`src/rtl/ir_car_scheduler_if.sv`:
```
// Bus and transmitter-control bundle between the peripheral decoder, the scheduler and the IR transmitter.
// Latency: none; this is wiring only.
// Backpressure: none; bus writes are single-cycle strobes that are always accepted.
interface ir_car_scheduler_if;
    logic [7:0] BUS_ADDR;
    logic [7:0] BUS_DATA;
    logic       BUS_WE;
    logic [3:0] COMMAND;
    logic [1:0] CAR_SEL;
    logic       pack_strobe;
    logic       pack_gen_EN;
    logic       BUSY;

    modport master (
        output BUS_ADDR, BUS_DATA, BUS_WE,
        input  COMMAND, CAR_SEL, pack_strobe, pack_gen_EN, BUSY
    );

    modport slave (
        input  BUS_ADDR, BUS_DATA, BUS_WE,
        output COMMAND, CAR_SEL, pack_strobe, pack_gen_EN, BUSY
    );
endinterface

```
`src/rtl/ir_car_scheduler.sv`:
```
// Round-robin IR transmitter scheduler: per-car command registers, one slot of SLOT_PACKETS strobes per enabled car.
// Latency: mask write -> SELECT two cycles later -> TRANSMIT (pack_gen_EN) three cycles later; outputs registered.
// Backpressure: none; bus writes always land. Optional IR_SCHED_TIMEOUT_EN clears stale commands after TIMEOUT_SLOTS slots.
module ir_car_scheduler #(
    parameter int unsigned STROBE_PERIOD = 10_000_000,
    parameter int unsigned STROBE_WIDTH  = 24,
    parameter int unsigned SLOT_PACKETS  = 10,
    parameter logic [7:0]  BASE_ADDR     = 8'h90,
    parameter int unsigned TIMEOUT_SLOTS = 8
) (
    input  logic             CLK,
    input  logic             RST,
    ir_car_scheduler_if.slave bus
);

    localparam int unsigned SLOT_W = (SLOT_PACKETS > 1) ? $clog2(SLOT_PACKETS) : 1;
    localparam logic [STROBE_WIDTH-1:0] LAST_CNT  = STROBE_WIDTH'(STROBE_PERIOD - 1);
    localparam logic [SLOT_W-1:0]       LAST_SLOT = SLOT_W'(SLOT_PACKETS - 1);

    typedef enum logic [1:0] {
        IDLE     = 2'd0,
        SELECT   = 2'd1,
        TRANSMIT = 2'd2
    } state_t;

    state_t                  state;
    logic [3:0]              cmd [4];
    logic [3:0]              enable_mask;
    logic [1:0]              last_car;
    logic [STROBE_WIDTH-1:0] strobe_cnt;
    logic [SLOT_W-1:0]       slot_cnt;

    logic [3:0] command_q;
    logic [1:0] car_sel_q;
    logic       strobe_q;
    logic       pen_q;
    logic       busy_q;

    // Bus decode: offset 0..3 are the car commands, 4 is the enable mask.
    logic [7:0] offset;
    logic       wr_cmd;
    logic       wr_mask;
    logic [1:0] wr_idx;
    assign offset  = bus.BUS_ADDR - BASE_ADDR;
    assign wr_cmd  = bus.BUS_WE && (offset < 8'd4);
    assign wr_mask = bus.BUS_WE && (offset == 8'd4);
    assign wr_idx  = offset[1:0];

    // Upper data bits carry no register content.
    logic unused_data_hi;
    assign unused_data_hi = ^bus.BUS_DATA[7:4];

    logic at_strobe;
    logic slot_end;
    logic [STROBE_WIDTH-1:0] cnt_next;
    assign at_strobe = (state == TRANSMIT) && (strobe_cnt == LAST_CNT);
    assign slot_end  = at_strobe && (slot_cnt == LAST_SLOT);
    assign cnt_next  = (strobe_cnt == LAST_CNT) ? '0 : strobe_cnt + 1'b1;

    // Pick the first enabled car after last_car, wrapping modulo 4 (last_car itself is tried last).
    logic [1:0] next_car;
    logic [1:0] cand;
    logic       found;
    always_comb begin
        next_car = last_car;
        cand     = last_car;
        found    = 1'b0;
        for (int k = 1; k <= 4; k++) begin
            cand = last_car + 2'(k);
            if (!found && enable_mask[cand]) begin
                next_car = cand;
                found    = 1'b1;
            end
        end
    end

`ifdef IR_SCHED_TIMEOUT_EN
    logic [3:0] age [4];
    logic [4:0] age_inc;
    assign age_inc = {1'b0, age[car_sel_q]} + 5'd1;
`else
    localparam int unsigned unused_timeout_slots = TIMEOUT_SLOTS;
`endif

    // Register file; a bus write in the same cycle as a slot end wins over the timeout clear.
    always_ff @(posedge CLK) begin
        if (RST) begin
            for (int i = 0; i < 4; i++) cmd[i] <= '0;
            enable_mask <= '0;
`ifdef IR_SCHED_TIMEOUT_EN
            for (int i = 0; i < 4; i++) age[i] <= '0;
`endif
        end else begin
`ifdef IR_SCHED_TIMEOUT_EN
            if (slot_end) begin
                age[car_sel_q] <= age_inc[4] ? 4'hF : age_inc[3:0];
                if (age_inc >= 5'(TIMEOUT_SLOTS)) cmd[car_sel_q] <= '0;
            end
            if (wr_cmd) age[wr_idx] <= '0;
`endif
            if (wr_cmd)  cmd[wr_idx] <= bus.BUS_DATA[3:0];
            if (wr_mask) enable_mask <= bus.BUS_DATA[3:0];
        end
    end

    // Slot sequencer with registered outputs; COMMAND/CAR_SEL only change in SELECT.
    always_ff @(posedge CLK) begin
        if (RST) begin
            state      <= IDLE;
            last_car   <= 2'd3;
            strobe_cnt <= '0;
            slot_cnt   <= '0;
            command_q  <= '0;
            car_sel_q  <= '0;
            strobe_q   <= 1'b0;
            pen_q      <= 1'b0;
            busy_q     <= 1'b0;
        end else begin
            case (state)
                IDLE: begin
                    strobe_q <= 1'b0;
                    pen_q    <= 1'b0;
                    if (enable_mask != 4'd0) begin
                        state  <= SELECT;
                        busy_q <= 1'b1;
                    end else begin
                        busy_q <= 1'b0;
                    end
                end
                SELECT: begin
                    if (!found) begin
                        state  <= IDLE;
                        busy_q <= 1'b0;
                    end else begin
                        command_q  <= cmd[next_car];
                        car_sel_q  <= next_car;
                        strobe_cnt <= '0;
                        slot_cnt   <= '0;
                        pen_q      <= 1'b1;
                        strobe_q   <= (LAST_CNT == '0);
                        state      <= TRANSMIT;
                    end
                end
                TRANSMIT: begin
                    if (slot_end) begin
                        last_car   <= car_sel_q;
                        strobe_cnt <= '0;
                        slot_cnt   <= '0;
                        pen_q      <= 1'b0;
                        strobe_q   <= 1'b0;
                        state      <= (enable_mask != 4'd0) ? SELECT : IDLE;
                        busy_q     <= (enable_mask != 4'd0);
                    end else begin
                        strobe_cnt <= cnt_next;
                        strobe_q   <= (cnt_next == LAST_CNT);
                        if (at_strobe) slot_cnt <= slot_cnt + 1'b1;
                    end
                end
                default: begin
                    state    <= IDLE;
                    strobe_q <= 1'b0;
                    pen_q    <= 1'b0;
                    busy_q   <= 1'b0;
                end
            endcase
        end
    end

    assign bus.COMMAND     = command_q;
    assign bus.CAR_SEL     = car_sel_q;
    assign bus.pack_strobe = strobe_q;
    assign bus.pack_gen_EN = pen_q;
    assign bus.BUSY        = busy_q;

endmodule

```
`src/flat_wrapper.sv`:
```
// flat-port wrapper written by rule: the top's interface ports become plain ports
module ir_car_scheduler_flat 
#(
    parameter int unsigned STROBE_PERIOD = 10_000_000,
    parameter int unsigned STROBE_WIDTH  = 24,
    parameter int unsigned SLOT_PACKETS  = 10,
    parameter logic [7:0]  BASE_ADDR     = 8'h90,
    parameter int unsigned TIMEOUT_SLOTS = 8
)
  (CLK, RST, bus_BUS_ADDR, bus_BUS_DATA, bus_BUS_WE, bus_COMMAND, bus_CAR_SEL, bus_pack_strobe, bus_pack_gen_EN, bus_BUSY);
  ir_car_scheduler_if bus_i ();
  input  logic CLK;
  input  logic RST;
  input wire logic [$bits(bus_i.BUS_ADDR)-1:0] bus_BUS_ADDR;
  input wire logic [$bits(bus_i.BUS_DATA)-1:0] bus_BUS_DATA;
  input wire logic [$bits(bus_i.BUS_WE)-1:0] bus_BUS_WE;
  output wire logic [$bits(bus_i.COMMAND)-1:0] bus_COMMAND;
  output wire logic [$bits(bus_i.CAR_SEL)-1:0] bus_CAR_SEL;
  output wire logic [$bits(bus_i.pack_strobe)-1:0] bus_pack_strobe;
  output wire logic [$bits(bus_i.pack_gen_EN)-1:0] bus_pack_gen_EN;
  output wire logic [$bits(bus_i.BUSY)-1:0] bus_BUSY;
  assign bus_i.BUS_ADDR = bus_BUS_ADDR;
  assign bus_i.BUS_DATA = bus_BUS_DATA;
  assign bus_i.BUS_WE = bus_BUS_WE;
  assign bus_COMMAND = bus_i.COMMAND;
  assign bus_CAR_SEL = bus_i.CAR_SEL;
  assign bus_pack_strobe = bus_i.pack_strobe;
  assign bus_pack_gen_EN = bus_i.pack_gen_EN;
  assign bus_BUSY = bus_i.BUSY;
  ir_car_scheduler #(.STROBE_PERIOD(STROBE_PERIOD), .STROBE_WIDTH(STROBE_WIDTH), .SLOT_PACKETS(SLOT_PACKETS), .BASE_ADDR(BASE_ADDR), .TIMEOUT_SLOTS(TIMEOUT_SLOTS)) u_core (.CLK(CLK), .RST(RST), .bus(bus_i));
endmodule
```
`config.mk`:
```
export PLATFORM = sky130hd
export DESIGN_NAME = ir_car_scheduler_flat
export DESIGN_NICKNAME = d
export VERILOG_FILES = /design/src/rtl/ir_car_scheduler_if.sv /design/src/rtl/ir_car_scheduler.sv /design/src/flat_wrapper.sv
export SDC_FILE = /design/constraint.sdc
export NUM_CORES = 1
export LEC_CHECK = 0
export CAP_MARGIN = 20
export CELL_PAD_IN_SITES_DETAIL_PLACEMENT = 0
export CELL_PAD_IN_SITES_GLOBAL_PLACEMENT = 1
export CORE_ASPECT_RATIO = 0.7
export CORE_MARGIN = 5
export CORE_UTILIZATION = 41
export CTS_BUF_LIST = sky130_fd_sc_hd__clkbuf_2 sky130_fd_sc_hd__clkbuf_4 sky130_fd_sc_hd__clkbuf_8
export CTS_CLUSTER_DIAMETER = 80
export DETAILED_ROUTE_END_ITERATION = 16
export GPL_ROUTABILITY_DRIVEN = 1
export PLACE_DENSITY = 0.88
export SKIP_LAST_GASP = 1
export SYNTH_ARGS = -nofsm -noshare
export SYNTH_HDL_FRONTEND = slang
export SYNTH_SLANG_ARGS = --single-unit
```
`constraint.sdc`:
```
create_clock -name CLK -period 2.55 [get_ports CLK]
set_clock_uncertainty 0.15 [all_clocks]
set_input_delay 0.3825 -clock CLK [delete_from_list [all_inputs] [get_ports CLK]]
set_output_delay 0.3825 -clock CLK [all_outputs]
set_load 0.03 [all_outputs]
```
==> flow_summary_export.csv, run 1 <==
group,metric,value,unit
clock_network,clk-insertion-delay-late,0.35,ns
logic_synthesis,syn_area_per_cell,8.45,um2
floorplan,row_count,27,
floorplan,io_pins,28,
power,irDropWorstVdd,348,uV
sta,tightest_slew,0.782,ns
logic_synthesis,syn_area,3230,um2
floorplan,core_area,7770,um2
sta,fin_setup_tns,0,ns
clock_network,clockRootBuffer,"clkbuf_8",
worst_setup_path,path_class,"reg -> reg",
floorplan,start_util,0.415,
route,drt-wirelength-per-cell,15.6,um
logic_synthesis,synth-edff-count,16,
global_routing,grt_first_pass_wirelength,14.0,mm
sta,hold_viol,0,
clock_network,postCtsHoldBufs,0,
placement,dpl-instance-area,3770,um2
finish,num-nets-final,455,
route,drt_first_iter_violations,215,
global_routing,grt_max_degree,41,
sta,fmax,411,MHz
worst_setup_path,arrival,2.55,ns
floorplan,die-width,116,um
logic_synthesis,synth_warnings,0,
worst_setup_path,path_buf_inv,0,
worst_setup_path,reg2reg_from,"u_core.strobe_cnt[3]",
global_routing,grt_pass1_vias,2752,
logic_synthesis,synth_fp_nets,404,
worst_setup_path,crit_slowest_cell,"dfxtp_1",
min_path,hp-class,"reg -> reg",
finish,fin_cells,539,
sta,setup_viol,0,
clock_network,cts_tree,"yes",
worst_setup_path,slowest_delay,0.46,ns
logic_synthesis,synth_area_leaders,"dfxtp_1 (28%), edfxtp_1 (15%), nor2_1 (6.3%)",
sta,drv_slew,0,
sta,rsz0062_at_grt,"no",
route,drt_wl_total,8.43,mm
logic_synthesis,yosysSeqAreaShare,0.428,
sta,period_share,0.955,
worst_setup_path,startpoint_type,"register",
finish,drive_gt1_frac,0.160,
worst_setup_path,startpoint,"u_core.strobe_cnt[3]",
finish,area_growth,24.2,%
global_routing,grt.total_usage,0.181,
logic_synthesis,syn_inst,382,
route,vias,2954,
placement,pre_cts_slack,-0.000662,ns
logic_synthesis,yosys.area.top_type,"dfxtp_1",
route,firstDrtPassIters,5,
route,drcViolationCount,0,
clock_network,cts.sinks,61,
finish,fin_area,4010,um2
placement,port_buffers,23,
global_routing,grt_antenna_before_repair,0,
worst_setup_path,critPathTopFamily,"simple AND/OR/NAND/NOR gates",
logic_synthesis,yosysUniqueCellTypes,57,
sta,slew_headroom,0.476,
logic_synthesis,synthArstFlopShare,0,
min_path,min_from,"u_core.bus.COMMAND[1]",
sta,fin_crit,2.44,ns
route,ant_nets,0,
clock_network,cts_made_buffers,9,
clock_network,cts_max_level,3,
worst_setup_path,path_max_fanout,5,
floorplan,dieHeight,84.2,um
logic_synthesis,synth_seq_cells,61,
placement,dp.cells,522,
flow_run,maxCapViolCount,0,
run_status,run_status,"finished, final reports clean",
clock_network,cts_buffer_depth,2,
worst_setup_path,required,2.66,ns
power,p_per_area,509,nW/um2
logic_synthesis,synth_ff_type,"dfxtp_1",
route,via_per_inst,5.48,
logic_synthesis,synth_top_area_share,0.279,
global_routing,grt.overflow.total,0,
placement,place_hpwl,6.19,mm
worst_setup_path,crit_path_cell_trace,"nand4_2 -> or3_4 -> a2111oi_4 -> nand3_1 -> or3_1 -> o31ai_2",
worst_setup_path,crit_path_end_kind,"register",
clock_network,clk_pin_slew,0.07,ns
finish,num_antenna_cells,0,
power,p_leak,1.51,nW
sta,fin_ws,0.115,ns
floorplan,fp.dieArea,9780,um2
placement,gp_congestion,0.907,
==> cell type report <==
| type | instances | area, um2 |
|---|---|---|
| clock buffer | 11 | 145 |
| clock inverter | 5 | 73.8 |
| fill | 736 | 3760 |
| inverter | 9 | 33.8 |
| multi-input combinational | 292 | 1740 |
| sequential | 61 | 1380 |
| tap | 101 | 126 |
| timing repair buffer | 60 | 508 |
==> metrics by stage <==
| step | hold WS [ns] | power (mW) | util |
|---|---|---|---|
| global route | 0.339 | 2.11 | 0.516 |
| global placement | 0.305 | 1.10 | 0.486 |
| finish | 0.323 | 2.04 | 0.516 |
| CTS | 0.329 | 2.05 | 0.514 |
| floorplan | 0.309 | 1.06 | - |
| detailed placement | 0.319 | 1.10 | 0.486 |
==> sequential cells by signal, indices dropped and copies added (netlist names), 2 cells and up <==
| signal | count |
|---|---|
| u_core.state | 2 |
| u_core.enable_mask | 4 |
| u_core.last_car | 2 |
| u_core.cmd | 16 |
| u_core.bus.CAR_SEL | 2 |
| u_core.strobe_cnt | 24 |
| u_core.bus.COMMAND | 4 |
| u_core.slot_cnt | 4 |
==> cells in the final DEF, fill, tap and decap left out, types with 4 or more instances in the layout <==
| cell type | Yosys | final |
|---|---|---|
| o21ai_0 | 18 | 18 |
| xor2_1 | 6 | 6 |
| nand2b_1 | 7 | 7 |
| xnor2_1 | 4 | 4 |
| nor4_1 | 6 | 6 |
| edfxtp_1 | 16 | 16 |
| nand2_1 | 41 | 41 |
| clkdlybuf4s50_1 | 0 | 23 |
| a22oi_1 | 7 | 7 |
| a22o_1 | 4 | 4 |
| a31oi_1 | 9 | 9 |
| mux2i_1 | 10 | 10 |
| buf_4 | 0 | 37 |
| nor2_1 | 54 | 54 |
| dfxtp_1 | 45 | 43 |
| nor3_1 | 21 | 20 |
| nand3_1 | 20 | 20 |
| inv_1 | 9 | 9 |
| clkbuf_8 | 0 | 10 |
| a21oi_1 | 22 | 22 |
==> cell usage after synthesis (7+ instances only) <==
| cell | n |
|---|---|
| nor3_1 | 21 |
| inv_1 | 9 |
| o21ai_0 | 18 |
| nand2_1 | 41 |
| nand3_1 | 20 |
| a21oi_1 | 22 |
| dfxtp_1 | 45 |
| nand2b_1 | 7 |
| a22oi_1 | 7 |
| a31oi_1 | 9 |
| edfxtp_1 | 16 |
| mux2i_1 | 10 |
| nor2_1 | 54 |
| clkbuf_1 | 16 |
==> layer usage <==
metal,track usage,wire (um)
met4,0.0390,71
met1,0.278,4330
met3,0.0540,580
met2,0.248,3450
met5,0,0
==> cell families after synthesis <==
logic type      Yosys count  share of synthesized area
simple gates            187                      0.298
compound gates           82                      0.169
flops                    61                      0.428
buf+inv                  29                     0.0353
xor+xnor                 10                     0.0271
mux                      10                     0.0310
fa+ha+maj                 3                     0.0116
==> worst paths after layout <==
kind | end | slack (ns) | depth (start not counted)
min reg2reg | u_core.bus.COMMAND[1] | 0.32 | 2
min | u_core.bus.COMMAND[1] | 0.32 | 2
max | u_core.bus.pack_strobe | 0.11 | 6
max reg2reg | u_core.bus.pack_strobe | 0.11 | 6
==> where the power goes <==
part / switching, mW / total [mW] / leakage, nW / internal [mW]
Combinational: 0.0369 / 0.0739 / 0.877 / 0.0370
Sequential: 0.00362 / 1.01 / 0.515 / 1.00
Clock: 0.379 / 0.960 / 0.114 / 0.581
==> worst register-to-register path: stages (launching register included) <==
cell and delay, ns:
dfxtp_1 0.46, nand4_2 0.22, or3_4 0.40, a2111oi_4 0.39, nand3_1 0.12, or3_1 0.39
o31ai_2 0.23
==> repair_timing <==
| item | CTS | global route |
|---|---|---|
| setup endpoints to repair | 0 | 1 |
| resized for setup | 0 | 3 |
| buffers inserted | 0 | 1 |
(Power assumes the default switching activity.)
==> run 2, diff against run 1 <==
CORE_UTILIZATION = 49   (was 41)
PLACE_DENSITY = 0.95   (was 0.88)
SETUP_SLACK_MARGIN = 0.2   (was default)
clock period = 3.1 ns   (was 2.55 ns; I/O delays follow)
==> run 2 against run 1 <==
Effect of this change:
- maximum frequency down 11%
- total power down 27%
- routed wire length down 4.9%
- core utilization up 7.1 points
- cell area down 7.6%
- sequential share of layout area up 2.8 points
- final cell count down 9.6%
- sequential power down 18%
- register-to-register slack better by 0.26 ns
- clock-buffer cell count down 2
- die area down 15%
- critical path type unchanged
- largest cell class unchanged
- largest power group unchanged
- highest routed layer unchanged
==> flow_summary_export.csv, run 2 (synthesis results as in run 1) <==
group,metric,value,unit
clock_network,cts_tree,"yes",
sta,hold_viol,0,
global_routing,grt_pass1_vias,2623,
global_routing,grt_antenna_before_repair,0,
finish,multiInputGateArea,1730,um2
floorplan,fp.dieArea,8340,um2
finish,top_register,"u_core.strobe_cnt",
finish,largestRegisters,"u_core.strobe_cnt: 24 flops, u_core.cmd: 16 flops",
global_routing,grt_max_degree,41,
worst_setup_path,required,3.21,ns
route,firstDrtPassIters,5,
finish,layout_common_cells,"nor2_1 (54), dfxtp_1 (45), nand2_1 (41)",
sta,fmax,367,MHz
clock_network,cts_max_level,3,
finish,num_antenna_cells,0,
flow_run,maxCapViolCount,0,
worst_setup_path,crit_path_end_kind,"register",
worst_setup_path,startpoint_type,"register",
sta,setup_viol,0,
global_routing,grt.overflow.total,0,
floorplan,start_util,0.512,
placement,dp.cells,471,
worst_setup_path,path_class,"reg -> reg",
sta,tightest_slew,0.825,ns
floorplan,io_pins,28,
worst_setup_path,path_max_fanout,10,
sta,rsz0062_at_grt,"no",
finish,area_growth,14.7,%
clock_network,clk_pin_slew,0.07,ns
finish,fin_cells,487,
power,p_leak,1.32,nW
global_routing,grt.total_usage,0.199,
route,via_per_inst,5.97,
global_routing,grt_first_pass_wirelength,13.2,mm
sta,slew_headroom,0.447,
clock_network,cts.sinks,61,
placement,place_hpwl,5.78,mm
route,drcViolationCount,0,
min_path,hp-class,"reg -> reg",
clock_network,clockRootBuffer,"clkbuf_8",
placement,gp_congestion,0.905,
route,drt-wirelength-per-cell,16.5,um
sta,fin_setup_tns,0,ns
finish,num-nets-final,426,
route,vias,2905,
finish,drive_gt1_frac,0.0905,
finish,seq_area,1380,um2
finish,nFillCells,578,
route,drt_first_iter_violations,223,
sta,period_share,0.879,
route,drt_wl_total,8.02,mm
finish,largest_reg_flops,24,
floorplan,core_area,6310,um2
sta,fin_crit,2.72,ns
floorplan,dieHeight,77.9,um
clock_network,cts_made_buffers,9,
floorplan,die-width,107,um
run_status,run_status,"finished, final reports clean",
worst_setup_path,arrival,2.84,ns
route,ant_nets,0,
sta,drv_slew,0,
power,p_per_area,404,nW/um2
placement,port_buffers,23,
clock_network,clk-insertion-delay-late,0.34,ns
clock_network,cts_buffer_depth,2,
floorplan,row_count,24,
finish,final_common_cell,"nor2_1",
power,irDropWorstVdd,275,uV
[run 2: changes by cell type in the layout (fill, tap and decap cells not counted), moves of 2 or more]
cell | before | now
bufinv_16 | 2 | 0
clkinvlp_4 | 0 | 4
buf_4 | 37 | 8
dfxtp_1 | 43 | 45
dfxtp_2 | 2 | 0
[run 2: path summary, 6_finish.rpt]
kind	slack [ns]	from	cells after the start	to
max	0.38	u_core.strobe_cnt[0]	7	u_core.bus.pack_strobe
min	0.32	u_core.bus.BUSY	2	u_core.bus.BUSY
max reg2reg	0.38	u_core.strobe_cnt[0]	7	u_core.bus.pack_strobe
min reg2reg	0.32	u_core.bus.BUSY	2	u_core.bus.BUSY
[run 2: critical path, stage by stage (launching register included)]
cell       delay, ns
dfxtp_1         0.37
ha_1            0.30
nand3_4         0.19
nor4_1          0.12
a21oi_1         0.62
o2111ai_1       0.21
or3_1           0.45
o31ai_2         0.23
[run 2: cell type report]
cell class                      count  share of cell area
Timing Repair Buffer               31              0.0784
Clock inverter                      7              0.0115
Tap cell                           78              0.0264
Sequential cell                    61               0.373
Inverter                            9             0.00912
Clock buffer                        9              0.0335
Multi-Input combinational cell    292               0.468
[run 2: timing repair]
| action | 4_1_cts | 5_1_grt |
|---|---|---|
| setup endpoints to repair | 0 | 1 |
| buffers inserted | 0 | 0 |
| hold buffers | 0 | 0 |
| resized for setup | 0 | 0 |
[run 2: through the flow]
stage	hold WS (ns)	power, mW	setup slack, ns	cell area (um2)	util
after floorplan	0.309	0.871	0.618	3230	-
after global placement	0.309	0.899	0.411	3540	0.561
after detailed placement	0.312	0.900	0.353	3540	0.561
after CTS	0.325	1.50	0.323	3700	0.587
after global routing	0.342	1.55	0.266	3700	0.587
final	0.323	1.49	0.375	3700	0.587
[run 2: metal layers]
| metal | track usage | part of all wire | up-vias |
|---|---|---|---|
| met1 | 0.291 | 0.49 | 1385 |
| met2 | 0.284 | 0.43 | 83 |
| li1 | - | - | 1424 |
| met3 | 0.0614 | 0.070 | 13 |
| met5 | 0.0119 | 0 | - |
| met4 | 0.0460 | 0.0097 | 0 |
[run 2: power breakdown]
part / internal, mW / switching, mW / total, mW
Combinational: 0.0245 / 0.0284 / 0.0530
Sequential: 0.826 / 0.00335 / 0.829
Clock: 0.282 / 0.330 / 0.612
Total: 1.13 / 0.362 / 1.49
==> run 3, diff against run 2 <==
CORE_UTILIZATION = 35   (was 49)
PLACE_DENSITY = 0.76   (was 0.95)
==> run 3 against run 2 <==
Effect of this change:
- first-iteration DRC count up 26%
- global-route usage shrank 3.9 points
- die area up 35%
- setup slack better by 0.074 ns
- combinational power grew 3%
- highest routed layer unchanged
- clock-buffer cell count rose by 1
- total power grew 19%
==> flow_summary_export.csv, run 3 (synthesis results as in run 1) <==
group,metric,value,unit
route,route.met2.wl,3.62,mm
route,wl_met1,4.41,mm
finish,num_antenna_cells,0,
worst_setup_path,reg2reg_from,"u_core.strobe_cnt[0]",
placement,dpl-instance-area,3620,um2
clock_network,clk_pin_slew,0.07,ns
finish,top_register,"u_core.strobe_cnt",
flow_run,maxCapViolCount,0,
worst_setup_path,arrival,2.78,ns
power,finalPower,1.77,mW
route,vias,2913,
sta,period_share,0.855,
sta,drv_slew,0,
clock_network,cts_tree,"yes",
floorplan,fp.dieArea,11300,um2
floorplan,dieHeight,90.4,um
sta,fin_setup_tns,0,ns
clock_network,cts_buffer_depth,2,
route,drt_wl_total,8.76,mm
finish,drive_gt1_frac,0.104,
sta,fmax,377,MHz
placement,gp_congestion,0.788,
worst_setup_path,crit_slowest_cell,"dfxtp_1",
route,drt-wirelength-per-cell,16.3,um
route,ant_nets,0,
worst_setup_path,required,3.23,ns
worst_setup_path,path_class,"reg -> reg",
placement,port_buffers,23,
clock_network,cts.sinks,61,
clock_network,cts_max_level,3,
route,firstDrtPassIters,5,
worst_setup_path,crit_path_cell_trace,"ha_1 -> nand3_4 -> nor4_1 -> xor2_1 -> nand3_1 -> or3_1 -> o31ai_2",
finish,largest_reg_flops,24,
clock_network,clockRootBuffer,"clkbuf_8",
worst_setup_path,startpoint,"u_core.strobe_cnt[0]",
worst_setup_path,startpoint_type,"register",
min_path,min_from,"u_core.bus.BUSY",
worst_setup_path,crit_path_end_kind,"register",
power,irDropWorstVdd,225,uV
floorplan,die-width,125,um
sta,slew_headroom,0.402,
clock_network,ctsResizeCount,0,
worst_setup_path,path_max_fanout,10,
finish,fin_area,3870,um2
min_path,hp-class,"reg -> reg",
clock_network,cts_setup_buffers,0,
power,p_per_area,458,nW/um2
finish,num-nets-final,430,
finish,largestRegisters,"u_core.strobe_cnt: 24 flops, u_core.cmd: 16 flops",
clock_network,postCtsHoldBufs,0,
power,p_leak,1.38,nW
sta,tightest_slew,0.892,ns
floorplan,io_pins,28,
route,drt_first_iter_violations,282,
floorplan,start_util,0.357,
route,drcViolationCount,0,
global_routing,grt_first_pass_wirelength,14.3,mm
global_routing,grt_antenna_before_repair,0,
sta,setup_viol,0,
finish,area_growth,19.9,%
clock_network,cts_made_buffers,9,
run_status,run_status,"finished, final reports clean",
sta,rsz0062_at_grt,"no",
sta,fin_crit,2.65,ns
placement,place_hpwl,6.29,mm
route,met3_length,653,um
global_routing,grt.total_usage,0.159,
route,via_per_inst,5.42,
sta,hold_viol,0,
finish,layout_common_cells,"nor2_1 (54), dfxtp_1 (45), nand2_1 (41)",
global_routing,grt.overflow.total,0,
global_routing,grt_pass1_vias,2715,
clock_network,clk-insertion-delay-late,0.36,ns
worst_setup_path,slowest_delay,0.45,ns
global_routing,grt_max_degree,41,
floorplan,row_count,29,
finish,nFillCells,865,
finish,final_common_cell,"nor2_1",
route,top_layer,"met4",
floorplan,core_area,9030,um2
run 3: layer usage:
| metal | global-route usage | vias to the layer above |
|---|---|---|
| li1 | - | 1433 |
| met1 | 0.236 | 1384 |
| met2 | 0.214 | 89 |
| met3 | 0.0573 | 7 |
| met4 | 0.0447 | 0 |
| met5 | 0 | - |
run 3: worst max-delay path: cells and delay by family (launching register included):
family | cells | cell delay (ns)
AO/OA/AOI/OAI | 1 | 0.25
flip-flops | 1 | 0.45
adder cells (fa/ha/maj) | 1 | 0.31
XOR/XNOR | 1 | 0.27
AND/OR/NAND/NOR | 4 | 1.15
run 3: metrics by stage:
| stage | hold slack [ns] | cells | util | setup WS, ns |
|---|---|---|---|---|
| after floorplan | 0.309 | 382 | - | 0.618 |
| after global routing | 0.349 | 537 | 0.428 | 0.249 |
| final | 0.319 | 537 | 0.428 | 0.449 |
| after CTS | 0.328 | 537 | 0.428 | 0.347 |
| after global placement | 0.310 | 521 | 0.401 | 0.414 |
| after detailed placement | 0.317 | 521 | 0.401 | 0.372 |
run 3: worst paths after layout:
check	to	slack (ns)	cells past startpoint
worst max-delay path	u_core.bus.pack_strobe	0.45	7
worst min-delay path	u_core.bus.BUSY	0.32	2
worst max register to register	u_core.bus.pack_strobe	0.45	7
worst min register to register	u_core.bus.BUSY	0.32	2
run 3: power by group:
part	switching (mW)	internal [mW]	leakage, nW	total, mW
logic	0.0293	0.0254	0.752	0.0546
clock network	0.334	0.554	0.119	0.888
registers	0.00332	0.826	0.514	0.830
total	0.367	1.41	1.38	1.77
run 3: area by class of cell:
cell class / count / area, um2 / area share
multi-input cells: 292 / 1730 / 0.448
flip-flops and latches: 61 / 1380 / 0.357
repair buffers: 35 / 320 / 0.0827
well taps: 124 / 155 / 0.0401
clock buffers: 10 / 138 / 0.0356
clock inverters: 6 / 110 / 0.0284
inverters: 9 / 33.8 / 0.00873
==> RTL change: new RTL, flow settings as in run 1 <==
`STROBE_WIDTH` is set to 24 in 2 places; all go to 36.
--- a/src/rtl/ir_car_scheduler.sv
+++ b/src/rtl/ir_car_scheduler.sv
@@ -4,5 +4,5 @@
 module ir_car_scheduler #(
     parameter int unsigned STROBE_PERIOD = 10_000_000,
-    parameter int unsigned STROBE_WIDTH  = 24,
+    parameter int unsigned STROBE_WIDTH  = 36,
     parameter int unsigned SLOT_PACKETS  = 10,
     parameter logic [7:0]  BASE_ADDR     = 8'h90,
--- a/src/flat_wrapper.sv
+++ b/src/flat_wrapper.sv
@@ -3,5 +3,5 @@
 #(
     parameter int unsigned STROBE_PERIOD = 10_000_000,
-    parameter int unsigned STROBE_WIDTH  = 24,
+    parameter int unsigned STROBE_WIDTH  = 36,
     parameter int unsigned SLOT_PACKETS  = 10,
     parameter logic [7:0]  BASE_ADDR     = 8'h90,
Check against the original RTL: same outputs for any inputs over 10 cycles, from zero or initial values and one cycle with RST high; that may be too few to reach the edited logic, so the function may still have changed.
==> RTL change against run 1 <==
The flow now finishes with violations (setup timing). Sequential cell count rose by 12. Count of clock-buffer cells in the layout fell by 2. Area after synthesis rose by 28%. Setup slack got worse by 0.16 ns. Largest power group unchanged. Total power rose by 4.6%. Wire length rose by 44%. Critical path type unchanged. Design area rose by 34%. Critical endpoint is now u_core.slot_cnt[2]. Largest cell class unchanged. Synthesized cell count rose by 32%.
==> RTL change: results (changes against run 1) <==
DPL Wire Length 8.56 mm (was 6.19 mm); R2R depth 7 (was 6); vias in the first global route 4068 (was 2752); core area 9760 µm² (was 7770 µm²); clock network area share 3.42% (was 5.46%); DP Worst Slack -0.0660 ns (was -0.000662 ns); failing checks setup timing; met2 usage 30.6% (was 24.8%); most instantiated cells after synthesis nor2_1, dfxtp_1, nand2_1 (unchanged); area occupied by multi-input gates 2420 µm² (was 1740 µm²); wl on met1 5.84 mm (was 4.33 mm); Psw 0.545 mW (was 0.419 mW); Vias 4217 (was 2954); Worst Tran Pin Value 0.635 ns (was 0.782 ns); share of cells above drive strength 1 25.1% (was 16.0%); Multi-input comb cells 385 (was 292); worst flop-to-flop path endpoint u_core.slot_cnt[2] (was u_core.bus.pack_strobe); Seq/Total Area, Yosys 39.2% (was 42.8%); final RePlAce weighted congestion 0.850 (was 0.907); Leakage 2.07 nW (was 1.51 nW); buffering overhead 17.2% (was 12.7%); final worst slack -0.0429 ns (was 0.115 ns); cts repair resizes 5 (was 0); Total GRT Usage 20.6% (was 18.1%); busiest grt layer met2 (was met1); Storage cell area 1640 µm² (was 1380 µm²); final setup violation count 2 (was 0); adder-cell share of the synthesized area 0.907% (was 1.16%); outcome finished with violations (was finished, final reports clean)
==> RTL change: worst min path at each step <==
| stage | end | slack [ns] |
|---|---|---|
| final | u_core.bus.COMMAND[3] | 0.31 |
| after global routing | u_core.bus.COMMAND[1] | 0.34 |
| after CTS | u_core.bus.COMMAND[3] | 0.31 |
| after detailed placement | u_core.bus.COMMAND[3] | 0.30 |
| after global placement | u_core.bus.COMMAND[3] | 0.29 |
| after floorplan | u_core.state[0] | 0.29 |
==> RTL change: power groups by stage <==
stage	combinational, mW	clock [mW]	sequential [mW]
after floorplan	0.0327	0	1.22
after global placement	0.0712	0	1.22
after global routing	0.0796	0.958	1.19
after CTS	0.0726	0.887	1.20
after detailed placement	0.0725	0	1.22
final	0.0732	0.870	1.19
==> RTL change: metrics by stage <==
step                TNS [ns]  utilization (%)  cells
floorplan                  0                -    505
global placement     -0.0697             51.5    705
detailed placement    -0.105             51.5    705
CTS                 -0.00190             53.6    722
global route          -0.773             55.1    729
finish               -0.0448             55.1    729
